`src/rtl/cam_pkg.sv`:
```
// rtl/cam_pkg.sv - shared types and defaults for the DVP camera capture path
package cam_pkg;

  typedef struct packed {
    logic [4:0] r;
    logic [5:0] g;
    logic [4:0] b;
  } rgb565_t;

  localparam int DEF_WAIT_FRAMES = 10;
  localparam int DEF_H_PIXELS    = 640;
  localparam int DEF_V_LINES     = 480;

  // Counter width able to hold max_val; never narrower than one bit.
  function automatic int cnt_w(input int max_val);
    return (max_val < 1) ? 1 : $clog2(max_val + 1);
  endfunction

endpackage

```
`src/rtl/sync_2ff.sv`:
```
// rtl/sync_2ff.sv - two-flop single-bit synchroniser, async reset to 0
module sync_2ff (
  input  logic clk,
  input  logic rst_n,
  input  logic d,
  output logic q
);

  logic meta;

  always_ff @(posedge clk or negedge rst_n) begin
    if (!rst_n) begin
      meta <= 1'b0;
      q    <= 1'b0;
    end else begin
      meta <= d;
      q    <= meta;
    end
  end

endmodule

```
`src/rtl/cmos_pixel_packer.sv`:
```
// rtl/cmos_pixel_packer.sv - DVP byte pairing into RGB565 pixels with settle, frame gating and geometry check
module cmos_pixel_packer
  import cam_pkg::*;
#(
  parameter int WAIT_FRAMES = DEF_WAIT_FRAMES,
  parameter int H_PIXELS    = DEF_H_PIXELS,
  parameter int V_LINES     = DEF_V_LINES
) (
  input  logic        cam_pclk,
  input  logic        rst_n,
  input  logic        cam_vsync,
  input  logic        cam_href,
  input  logic [7:0]  cam_data,
  input  logic        transfer_flag,
  output logic        wr_vsync,
  output logic        wr_en,
  output logic [15:0] img_wr_data,
  output logic        frame_err
);

  localparam int SET_W  = cnt_w(WAIT_FRAMES);
  localparam int PIX_W  = cnt_w(H_PIXELS);
  localparam int LINE_W = cnt_w(V_LINES);

  logic       vsync_d0, vsync_d1, href_d0, href_d1;
  logic [7:0] data_d0;

  always_ff @(posedge cam_pclk or negedge rst_n) begin
    if (!rst_n) begin
      vsync_d0 <= 1'b0;
      vsync_d1 <= 1'b0;
      href_d0  <= 1'b0;
      href_d1  <= 1'b0;
      data_d0  <= 8'h00;
    end else begin
      vsync_d0 <= cam_vsync;
      vsync_d1 <= vsync_d0;
      href_d0  <= cam_href;
      href_d1  <= href_d0;
      data_d0  <= cam_data;
    end
  end

  logic vs_rise, href_fall, pair_act;
  assign vs_rise   = vsync_d0 & ~vsync_d1;
  assign href_fall = href_d1 & ~href_d0;
  assign pair_act  = href_d0 & ~vsync_d0;

  logic             flag_sync;
  logic [SET_W-1:0] settle_cnt;
  logic             frame_val, frame_en;

  sync_2ff u_flag_sync (
    .clk   (cam_pclk),
    .rst_n (rst_n),
    .d     (transfer_flag),
    .q     (flag_sync)
  );

  assign frame_val = (settle_cnt == SET_W'(WAIT_FRAMES));
  assign wr_vsync  = vsync_d1 & frame_val;

  // Frame gating only changes at a frame boundary so frames are never cut.
  always_ff @(posedge cam_pclk or negedge rst_n) begin
    if (!rst_n) begin
      settle_cnt <= '0;
      frame_en   <= 1'b0;
    end else if (vs_rise) begin
      frame_en <= flag_sync;
      if (!frame_val) settle_cnt <= settle_cnt + 1'b1;
    end
  end

  logic    phase;
  logic [7:0] hi;
  rgb565_t pix_q;

  assign img_wr_data = pix_q;

  always_ff @(posedge cam_pclk or negedge rst_n) begin
    if (!rst_n) begin
      phase <= 1'b0;
      hi    <= 8'h00;
      pix_q <= '0;
      wr_en <= 1'b0;
    end else begin
      wr_en <= 1'b0;
      if (pair_act) begin
        phase <= ~phase;
        if (!phase) begin
          hi <= data_d0;
        end else begin
          pix_q <= {hi, data_d0};
          wr_en <= frame_val & frame_en;
        end
      end else if (!href_d0) begin
        phase <= 1'b0;
      end
    end
  end

  logic [PIX_W-1:0]  pix_cnt;
  logic [LINE_W-1:0] line_cnt, line_cnt_upd;
  logic              line_bad, line_bad_upd;

  // A line ending on the same cycle as vs_rise is folded in before the frame check.
  always_comb begin
    line_cnt_upd = line_cnt;
    line_bad_upd = line_bad;
    if (href_fall) begin
      if (!(&line_cnt)) line_cnt_upd = line_cnt + 1'b1;
      if ((pix_cnt != PIX_W'(H_PIXELS)) || phase) line_bad_upd = 1'b1;
    end
  end

  always_ff @(posedge cam_pclk or negedge rst_n) begin
    if (!rst_n) begin
      pix_cnt   <= '0;
      line_cnt  <= '0;
      line_bad  <= 1'b0;
      frame_err <= 1'b0;
    end else begin
      frame_err <= 1'b0;
      if (href_fall) begin
        pix_cnt <= '0;
      end else if (pair_act && phase && !(&pix_cnt)) begin
        pix_cnt <= pix_cnt + 1'b1;
      end
      if (vs_rise) begin
        frame_err <= frame_en & frame_val &
                     (line_bad_upd | (line_cnt_upd != LINE_W'(V_LINES)));
        line_cnt  <= '0;
        line_bad  <= 1'b0;
      end else begin
        line_cnt <= line_cnt_upd;
        line_bad <= line_bad_upd;
      end
    end
  end

endmodule

```
`config.mk`:
```
export PLATFORM = sky130hd
export DESIGN_NAME = cmos_pixel_packer
export DESIGN_NICKNAME = d
export VERILOG_FILES = /design/src/rtl/cam_pkg.sv /design/src/rtl/sync_2ff.sv /design/src/rtl/cmos_pixel_packer.sv
export SDC_FILE = /design/constraint.sdc
export NUM_CORES = 1
export LEC_CHECK = 0
export ABC_AREA = 1
export BUFFER_PORTS_ARGS = -buffer_cell sky130_fd_sc_hd__buf_2
export CAP_MARGIN = 5
export CORE_UTILIZATION = 25
export DETAILED_ROUTE_END_ITERATION = 8
export SLEW_MARGIN = 10
export SYNTH_ARGS = -nofsm -noshare
export SYNTH_HDL_FRONTEND = slang
export SYNTH_SLANG_ARGS = --single-unit
```
`constraint.sdc`:
```
create_clock -name cam_pclk -period 1.9 [get_ports cam_pclk]
set_input_delay 0.285 -clock cam_pclk [delete_from_list [all_inputs] [get_ports cam_pclk]]
set_output_delay 0.285 -clock cam_pclk [all_outputs]
set_load 0.05 [all_outputs]
```
==> results of run 1 <==
[power by group through the flow]
| stage | sequential (W) | clock [W] | combinational (W) |
|---|---|---|---|
| after floorplan | 0.00206 | 0 | 0.000271 |
| after global placement | 0.00176 | 0 | 0.000779 |
| after detailed placement | 0.00176 | 0 | 0.000795 |
| after CTS | 0.00175 | 0.00153 | 0.000800 |
| after global routing | 0.00178 | 0.00158 | 0.000869 |
| final | 0.00175 | 0.00149 | 0.000790 |
[flip-flops by register name, indices dropped and copies added (netlist names), 4 cells and up]
| signal | cells |
|---|---|
| line_cnt | 9 |
| pix_cnt | 10 |
| data_d0 | 8 |
| settle_cnt | 4 |
| img_wr_data | 16 |
| hi | 8 |
[worst max-delay path: stages (launching register included)]
cell	delay, ps
dfrtp_1	380
inv_1	110
ha_1	150
nand3_1	170
nor2_1	190
buf_6	180
[timing repair]
| item | 4_1_cts | 5_1_grt |
|---|---|---|
| hold endpoints to repair | 24 | 0 |
| resized for setup | 0 | 4 |
| setup endpoints to repair | 0 | 2 |
| hold buffers | 1 | 0 |
[metal layers]
layer  vias up  GRT usage  routed length, um
li1       1116          -                  -
met1      1011      0.133               2660
met2        38      0.170               2580
met3         3     0.0279                196
met4         0     0.0371                 35
met5         -          0                  0
[cells by family after synthesis]
| kind of cell | after synthesis | synth area share |
|---|---|---|
| DFF | 66 | 0.573 |
| adders and majority gates | 5 | 0.0217 |
| xor gates and xnor gates | 7 | 0.0213 |
| buffers and inverters | 46 | 0.0621 |
| and+or+nand+nor | 167 | 0.258 |
| AOI/OAI and AO/OA | 36 | 0.0639 |
[through the flow]
stage	total power, W	utilization	setup TNS [ps]
final	0.00402	0.319	0
after floorplan	0.00233	-	0
after global placement	0.00254	0.293	0
after CTS	0.00407	0.319	0
after detailed placement	0.00256	0.293	0
after global routing	0.00422	0.319	-7.55
[how the worst max path moves through the flow]
stage | from | endpoint | slack, ps | depth (start not counted)
floorplan | settle_cnt[0] | wr_vsync | 190 | 4
global placement | line_cnt[0] | frame_err | 200 | 11
detailed placement | line_cnt[0] | frame_err | 170 | 11
CTS | settle_cnt[0] | wr_vsync | 4 | 5
global route | href_d0 | frame_err | -8 | 10
finish | settle_cnt[0] | wr_vsync | 120 | 5
[placed cells by master (no fill, tap or decap)]
master | Yosys | routed
buf_4 | 0 | 3
clkbuf_8 | 0 | 2
inv_4 | 1 | 1
nand2_1 | 96 | 95
clkinv_2 | 0 | 1
nand2_2 | 2 | 3
inv_1 | 38 | 38
clkbuf_16 | 0 | 9
clkbuf_1 | 2 | 2
nor3_1 | 2 | 2
xor2_1 | 7 | 7
nor2_2 | 1 | 1
dlygate4sd3_1 | 0 | 1
nor4_4 | 1 | 1
nand3_1 | 25 | 25
o21ai_0 | 25 | 25
nor3_2 | 2 | 2
ha_1 | 5 | 5
o21ai_1 | 1 | 1
inv_2 | 2 | 2
nand2_4 | 1 | 1
buf_12 | 0 | 1
buf_6 | 0 | 1
or2_2 | 1 | 1
nor3_4 | 1 | 1
nor4_1 | 2 | 2
nor2_1 | 27 | 27
a21oi_1 | 8 | 8
o21bai_1 | 1 | 1
nand3b_1 | 1 | 1
clkinvlp_4 | 0 | 1
buf_2 | 3 | 30
dfrtp_1 | 66 | 66
o22ai_1 | 1 | 1
nand4_1 | 5 | 5
[area by class of cell]
| class | instances | area share |
|---|---|---|
| Multi-Input combinational cell | 215 | 0.299 |
| Sequential cell | 66 | 0.469 |
| Tap cell | 140 | 0.0497 |
| Clock inverter | 2 | 0.00355 |
| Clock buffer | 13 | 0.0739 |
| Inverter | 41 | 0.0444 |
| Timing Repair Buffer | 36 | 0.0607 |
==> results.sh, run 1 <==
export IMPL_setup_slack_ps=117
export IMPL_synth_seq_area_share=0.573
export IMPL_buffer_ports_inserted=31
export IMPL_cp_end_kind="output pin"
export IMPL_ys_types=27
export IMPL_grt_max_degree=67
export IMPL_synth_top_flop_cell="dfrtp_1"
export IMPL_period_minus_slack_ps=1780
export IMPL_antenna_cells=0
export IMPL_net_switching_power_w=0.00126
export IMPL_swShare=0.314
export IMPL_final_nets=387
export IMPL_worstMarginPinSlew_ps=607
export IMPL_syn_to_final_growth_pct=22.3
export IMPL_grt_use_total=0.104
export IMPL_ff2ff_setup_slack_ps=220
export IMPL_cts_root_buf="clkbuf_16"
export IMPL_yosys_warnings=0
export IMPL_drt_pass1_iter_count=4
export IMPL_die_w_um=109
export IMPL_drt_first_iter_violations=143
export IMPL_cts_sinks=66
export IMPL_synth_seq_cells=66
export IMPL_vias_per_cell=4.23
export IMPL_setup_viol=0
export IMPL_intPower_w=0.00276
export IMPL_dp_cells=497
export IMPL_core_area_um2=11000
export IMPL_antenna_found_initial=0
export IMPL_pre_cts_slack_ps=174
export IMPL_ios=32
export IMPL_fillerInstances=1163
export IMPL_synth_fp_nets=345
export IMPL_start_util=0.261
export IMPL_synth_top_cell_area_share=0.573
export IMPL_p_per_area_nw_per_um2=1140
export IMPL_die_h_um=109
export IMPL_num_rows=38
export IMPL_min_delay_start="cam_data[1]"
export IMPL_max_cap_violations=0
export IMPL_synth_commonest_cells="nand2_1, dfrtp_1, inv_1, nor2_1"
export IMPL_arrival_ps=1500
export IMPL_syn_area_per_cell_um2=8.81
export IMPL_cp_required_ps=1620
export IMPL_min_path_cells=1
export IMPL_syn_inst=327
export IMPL_grt_pass1_wl_um=9720
export IMPL_tritoncts="yes"
export IMPL_post_dp_cell_area_um2=3230
export IMPL_finalCritPeriodShare=0.938
export IMPL_status="complete, no violations"
export IMPL_skew_ps=4.35
export IMPL_drtAntennaViolNets=0
export IMPL_synth_top_area_cell="dfrtp_1"
export IMPL_combPwrFrac=0.196
export IMPL_routed_wirelength_um=5470
export IMPL_multi_input_area_um2=1050
export IMPL_p_leak_nw=1.77
export IMPL_cts_setup_buffers=0
export IMPL_maxSlewHeadroom=0.594
export IMPL_dieArea_um2=12000
export IMPL_max_freq_ghz=0.561
export IMPL_finalInstanceArea_um2=3520
export IMPL_hold_viol_final=0
export IMPL_place_hpwl_um=3710
export IMPL_seqPwrFrac=0.434
export IMPL_synth_most_common_cell="nand2_1"
export IMPL_hold_path_class="primary input to register"
export IMPL_min_to="data_d0[1]"
export IMPL_synth_enable_flop_cells=0
export IMPL_ir_drop_mv=0.705
export IMPL_fin_hold_ws_ps=66.8
export IMPL_drcViolationCount=0
export IMPL_cts_buffers_inserted=9
export IMPL_post_route_cells_drive_above_1_share=0.164
export IMPL_gp_congestion=0.842
export IMPL_start_kind="register"
export IMPL_yosys_top_cells_area="dfrtp_1, nand2_1, inv_1"
export IMPL_netlist_area_um2=2880
export IMPL_clkTransAtPathRegs_ps=50
export IMPL_final_cells=513
export IMPL_rr_endpoint="frame_err"
export IMPL_clkLatencyLatePin_ps=320
export IMPL_clockPowerShare=0.370
export IMPL_vias=2168
export IMPL_clk_path_buf_depth=2
export IMPL_setup_worst_path_class="register to output pin"
export IMPL_first_global_vias=2195
export IMPL_r2r_start="href_d0"
export IMPL_cts_max_level=3
export IMPL_async_flop_share=1.00
export IMPL_cp_max_fo=5
export IMPL_maxSlewViolCount=0
export IMPL_gr_total_overflow=0
export IMPL_seqCellArea_um2=1650
export IMPL_post_drt_wl_per_cell_um=10.7
export IMPL_worstRegToRegCells=10
No activity file was read; power rests on OpenSTA's default activity.
==> run 2: changes to the inputs <==
--- a/config.mk
+++ b/config.mk
@@ -5,7 +5,6 @@
 export SDC_FILE = /design/constraint.sdc
 export NUM_CORES = 1
 export LEC_CHECK = 0
-export ABC_AREA = 1
 export BUFFER_PORTS_ARGS = -buffer_cell sky130_fd_sc_hd__buf_2
 export CAP_MARGIN = 5
 export CORE_UTILIZATION = 25
==> results.sh, run 2 <==
export IMPL_fin_setup_tns_ps=0
export IMPL_grt_use_total=0.104
export IMPL_p_per_area_nw_per_um2=1200
export IMPL_synth_seq_cells=66
export IMPL_largest_reg_flops=16
export IMPL_p_leak_nw=1.56
export IMPL_layout_common_cells="dfrtp_1, nand2_1, buf_2"
export IMPL_synthMuxAreaShare=0.0515
export IMPL_die_h_um=107
export IMPL_async_flop_share=1.00
export IMPL_r2r_start="href_d0"
export IMPL_synth_top_flop_cell="dfrtp_1"
export IMPL_status="complete, no violations"
export IMPL_synth_fp_nets=275
export IMPL_clkLatencyLatePin_ps=330
export IMPL_antenna_cells=0
export IMPL_syn_to_final_growth_pct=23.9
export IMPL_drt_pass1_iter_count=4
export IMPL_rr_endpoint="frame_err"
export IMPL_dr_wl_met3_um=259
export IMPL_cp_end_kind="output pin"
export IMPL_syn_area_per_cell_um2=10.8
export IMPL_grt_pass1_wl_um=9290
export IMPL_hold_viol_final=0
export IMPL_synth_compound_area_frac=0.0854
export IMPL_cp_max_fo=4
export IMPL_cts_buffers_inserted=9
export IMPL_final_nets=320
export IMPL_path_cells="inv_1 -> ha_1 -> nand2_1 -> nor2_2 -> and2_1 -> buf_6"
export IMPL_setup_worst_path_class="register to output pin"
export IMPL_crit_buf_inv=2
export IMPL_rsz0062_at_grt="true"
export IMPL_start_kind="register"
export IMPL_cts_root_buf="clkbuf_8"
export IMPL_worstRegToRegCells=5
export IMPL_skew_ps=8.30
export IMPL_cts_max_level=3
export IMPL_yosys_warnings=0
export IMPL_worst_path_largest_cell_delay_ps=420
export IMPL_gr_total_overflow=0
export IMPL_period_minus_slack_ps=1790
export IMPL_drcViolationCount=0
export IMPL_tritoncts="yes"
export IMPL_post_route_cells_drive_above_1_share=0.231
export IMPL_synth_top_area_cell="dfrtp_1"
export IMPL_place_hpwl_um=3820
export IMPL_clk_path_buf_depth=2
export IMPL_hold_path_class="primary input to register"
export IMPL_netlist_area_um2=2770
export IMPL_final_core_util=0.318
export IMPL_yosys_top_cells_area="dfrtp_1, nand2_1, mux2_2"
export IMPL_cts_setup_buffers=0
export IMPL_start_util=0.256
export IMPL_seqCellArea_um2=1650
export IMPL_final_cells=447
export IMPL_startpoint="settle_cnt[0]"
export IMPL_ir_drop_mv=0.715
export IMPL_dr_wl_met2_um=2580
export IMPL_final_common_cell="dfrtp_1"
export IMPL_gp_congestion=0.868
export IMPL_ys_types=43
export IMPL_setup_slack_ps=105
export IMPL_max_freq_ghz=0.557
export IMPL_synth_commonest_cells="dfrtp_1, nand2_1, nor2_1, mux2_2, a21oi_1"
export IMPL_synth_top_family_by_area="simple AND/OR/NAND/NOR gates"
export IMPL_multi_input_area_um2=1080
export IMPL_antenna_found_initial=0
export IMPL_endpoint="wr_vsync"
export IMPL_max_cap_violations=0
export IMPL_synth_most_common_cell="dfrtp_1"
export IMPL_met1_length_um=2460
export IMPL_cp_required_ps=1620
export IMPL_maxUsedRoutingLayer="met4"
export IMPL_dieArea_um2=11500
export IMPL_ios=32
export IMPL_grt_max_degree=47
export IMPL_arrival_ps=1510
export IMPL_fillerInstances=1087
export IMPL_dp_cells=430
export IMPL_vias=2034
export IMPL_core_area_um2=10800
export IMPL_crit_family="flip-flops"
export IMPL_synth_seq_area_share=0.597
export IMPL_path_depth=6
export IMPL_cts_sinks=66
export IMPL_synth_enable_flop_cells=0
export IMPL_maxSlewViolCount=0
export IMPL_num_rows=38
export IMPL_vias_per_cell=4.55
export IMPL_finalCritPeriodShare=0.945
export IMPL_drt_first_iter_violations=170
export IMPL_die_w_um=107
export IMPL_first_global_vias=2103
export IMPL_syn_inst=257
export IMPL_clkTransAtPathRegs_ps=70
export IMPL_worstMarginPinSlew_ps=498
export IMPL_cp_slowest_cell="dfrtp_1"
export IMPL_post_drt_wl_per_cell_um=12.2
export IMPL_buffer_ports_inserted=31
export IMPL_setup_viol=0
export IMPL_routed_wirelength_um=5460
export IMPL_maxSlewHeadroom=0.668
export IMPL_synth_top_cell_area_share=0.597
export IMPL_synth_fa_ha_area_frac=0.0226
export IMPL_ff2ff_setup_slack_ps=110
export IMPL_pre_cts_slack_ps=129
export IMPL_synth_xor_area_share=0.0190
export IMPL_drtAntennaViolNets=0
export IMPL_synth_simple_area_share=0.208
==> run 2: metal layers <==
layer  GRT usage  up-vias
met5           0        -
met4      0.0695        0
met3      0.0298       16
met2       0.165       64
met1       0.122      968
li1            -      986
==> run 2: per-stage QoR <==
step	instance area [um2]	total power (W)	hold slack, ps
6_report	3430	0.00410	56.4
5_1_grt	3430	0.00430	31.2
4_1_cts	3410	0.00415	41.6
3_5_place_dp	3150	0.00268	289
3_3_place_gp	3150	0.00266	272
2_1_floorplan	2770	0.00243	-10.6
==> run 2: worst min path at each step <==
stage | depth (start not counted) | endpoint | slack, ps | start
after global routing | 1 | u_flag_sync.meta | 30 | transfer_flag
final | 1 | data_d0[7] | 60 | cam_data[7]
after detailed placement | 1 | line_cnt[5] | 290 | rst_n
after floorplan | 0 | data_d0[0] | -10 | rst_n
after CTS | 1 | u_flag_sync.meta | 40 | transfer_flag
after global placement | 1 | line_cnt[5] | 270 | rst_n
==> run 2: power breakdown <==
| group | internal, W | switching, W | total, W |
|---|---|---|---|
| Clock | 0.000944 | 0.000504 | 0.00145 |
| Combinational | 0.000259 | 0.000612 | 0.000871 |
| Sequential | 0.00163 | 0.000159 | 0.00179 |
==> run 2: cell type report <==
| cell class | instances | share of cell area |
|---|---|---|
| flip-flops and latches | 66 | 0.482 |
| multi-input cells | 179 | 0.316 |
| repair buffers | 40 | 0.0711 |
| well taps | 140 | 0.0511 |
| clock buffers | 12 | 0.0452 |
| clock inverters | 4 | 0.0285 |
| inverters | 6 | 0.00657 |
==> run 2: what timing repair did <==
action / CTS / global route
hold buffers: 1 / 0
gates resized for setup: 1 / 5
endpoints found under the setup margin: 1 / 3
hold endpoints to repair: 20 / 0
==> run 2: logic make-up after synthesis <==
logic type	Yosys count
flops	66
xor+xnor	6
buf+inv	12
mux	13
compound gates	36
simple gates	119
fa+ha+maj	5
==> run 3: changes to the inputs <==
==> constraint.sdc (replaced) <==
create_clock -name cam_pclk -period 2 [get_ports cam_pclk]
set_input_delay 0.3 -clock cam_pclk [delete_from_list [all_inputs] [get_ports cam_pclk]]
set_output_delay 0.3 -clock cam_pclk [all_outputs]
set_load 0.05 [all_outputs]
==> results.sh, run 3 (same netlist as run 2, synthesis figures left out) <==
export IMPL_grt_pass1_wl_um=9650
export IMPL_finalCritPeriodShare=0.934
export IMPL_cts_buffers_inserted=9
export IMPL_ios=32
export IMPL_gp_congestion=0.855
export IMPL_dieArea_um2=11500
export IMPL_clk_path_buf_depth=2
export IMPL_final_cells=447
export IMPL_final_core_util=0.314
export IMPL_die_h_um=107
export IMPL_hold_path_class="primary input to register"
export IMPL_first_global_vias=2049
export IMPL_max_freq_ghz=0.536
export IMPL_finalPower_w=0.00378
export IMPL_antenna_found_initial=0
export IMPL_cp_required_ps=1700
export IMPL_routed_wirelength_um=5450
export IMPL_tritoncts="yes"
export IMPL_drtAntennaViolNets=0
export IMPL_num_rows=38
export IMPL_drcViolationCount=0
export IMPL_post_route_cells_drive_above_1_share=0.221
export IMPL_cp_max_fo=4
export IMPL_syn_to_final_growth_pct=22.3
export IMPL_post_drt_wl_per_cell_um=12.2
export IMPL_maxSlewViolCount=0
export IMPL_cts_max_level=3
export IMPL_antenna_cells=0
export IMPL_swShare=0.330
export IMPL_skew_ps=10.9
export IMPL_drt_first_iter_violations=141
export IMPL_worstMarginPinSlew_ps=488
export IMPL_drt_pass1_iter_count=4
export IMPL_intPower_w=0.00253
export IMPL_arrival_ps=1570
export IMPL_core_area_um2=10800
export IMPL_cts_sinks=66
export IMPL_die_w_um=107
export IMPL_buffer_ports_inserted=31
export IMPL_cp_slowest_cell="dfrtp_1"
export IMPL_worst_path_largest_cell_delay_ps=420
export IMPL_dp_cells=430
export IMPL_period_minus_slack_ps=1870
export IMPL_start_kind="register"
export IMPL_start_util=0.256
export IMPL_rsz0062_at_grt="false"
export IMPL_clockPowerShare=0.333
export IMPL_seqPwrFrac=0.448
export IMPL_cts_root_buf="clkbuf_8"
export IMPL_path_cells="inv_1 -> ha_1 -> nand2_1 -> nor2_1 -> and2_1 -> buf_4"
export IMPL_p_per_area_nw_per_um2=1120
export IMPL_setup_worst_path_class="register to output pin"
export IMPL_clkLatencyLatePin_ps=340
export IMPL_net_switching_power_w=0.00125
export IMPL_final_nets=320
export IMPL_vias_per_cell=4.58
export IMPL_combPwrFrac=0.218
export IMPL_p_leak_nw=1.55
export IMPL_place_hpwl_um=3840
export IMPL_hold_viol_final=0
export IMPL_final_common_cell="dfrtp_1"
export IMPL_fin_setup_tns_ps=0
export IMPL_clkTransAtPathRegs_ps=70
export IMPL_largest_reg_flops=16
export IMPL_maxSlewHeadroom=0.674
export IMPL_ir_drop_mv=0.838
export IMPL_status="complete, no violations"
export IMPL_fin_hold_ws_ps=61.2
export IMPL_max_cap_violations=0
export IMPL_grt_use_total=0.108
export IMPL_vias=2046
export IMPL_cp_end_kind="output pin"
export IMPL_layout_common_cells="dfrtp_1, nand2_1, buf_2"
export IMPL_gr_total_overflow=0
export IMPL_grt_max_degree=47
export IMPL_setup_viol=0
[run 3: timing repair]
item / 4_1_cts / 5_1_grt
hold buffers: 1 / 0
resized for setup: 0 / 2
endpoints found under the hold margin: 20 / 0
setup endpoints to repair: 0 / 1
buffers inserted: 0 / 0
[run 3: path summary, 6_finish.rpt]
path | cells past startpoint | slack (ps) | startpoint | end
max | 6 | 130 | settle_cnt[0] | wr_vsync
min | 1 | 60 | cam_data[4] | data_d0[4]
max reg2reg | 6 | 200 | line_cnt[0] | frame_err
min reg2reg | 0 | 350 | u_flag_sync.meta | u_flag_sync.q
max in group asynchronous | 3 | 910 | rst_n | pix_cnt[5]
min in group asynchronous | 2 | 470 | rst_n | wr_en
[run 3: worst max-delay path: cells and delay by family, from the launching register on]
| family | cells | cell delay [ps] |
|---|---|---|
| and+or+nand+nor | 3 | 380 |
| DFF | 1 | 420 |
| buffers and inverters | 2 | 260 |
| adders and majority gates | 1 | 170 |
[run 3: power groups by stage]
stage          clock [W]  combinational [W]  sequential, W
6_report         0.00126           0.000825        0.00170
5_1_grt          0.00137           0.000898        0.00173
4_1_cts          0.00130           0.000836        0.00170
3_5_place_dp           0           0.000832        0.00172
3_3_place_gp           0           0.000815        0.00171
2_1_floorplan          0           0.000266        0.00204
[run 3: per-layer routing]
| metal | global-route usage | wire (um) | vias up |
|---|---|---|---|
| met2 | 0.171 | 2550 | 69 |
| met1 | 0.137 | 2520 | 978 |
| met4 | 0.0460 | 125 | 0 |
| met5 | 0 | 0 | - |
| li1 | - | - | 983 |
| met3 | 0.0298 | 254 | 16 |
[run 3: cell type report]
type | instances | area (um2)
flip-flops and latches | 66 | 1650
clock inverters | 5 | 85.1
inverters | 6 | 22.5
clock buffers | 11 | 141
well taps | 140 | 175
repair buffers | 40 | 240
fillers | 1119 | 7410
multi-input cells | 179 | 1070
[run 3: through the flow]
| stage | worst slack (ps) | instance area [um2] |
|---|---|---|
| 2_1_floorplan | 397 | 2770 |
| 3_3_place_gp | 281 | 3150 |
| 3_5_place_dp | 220 | 3150 |
| 4_1_cts | 54.3 | 3380 |
| 5_1_grt | 14.7 | 3380 |
| 6_report | 133 | 3380 |
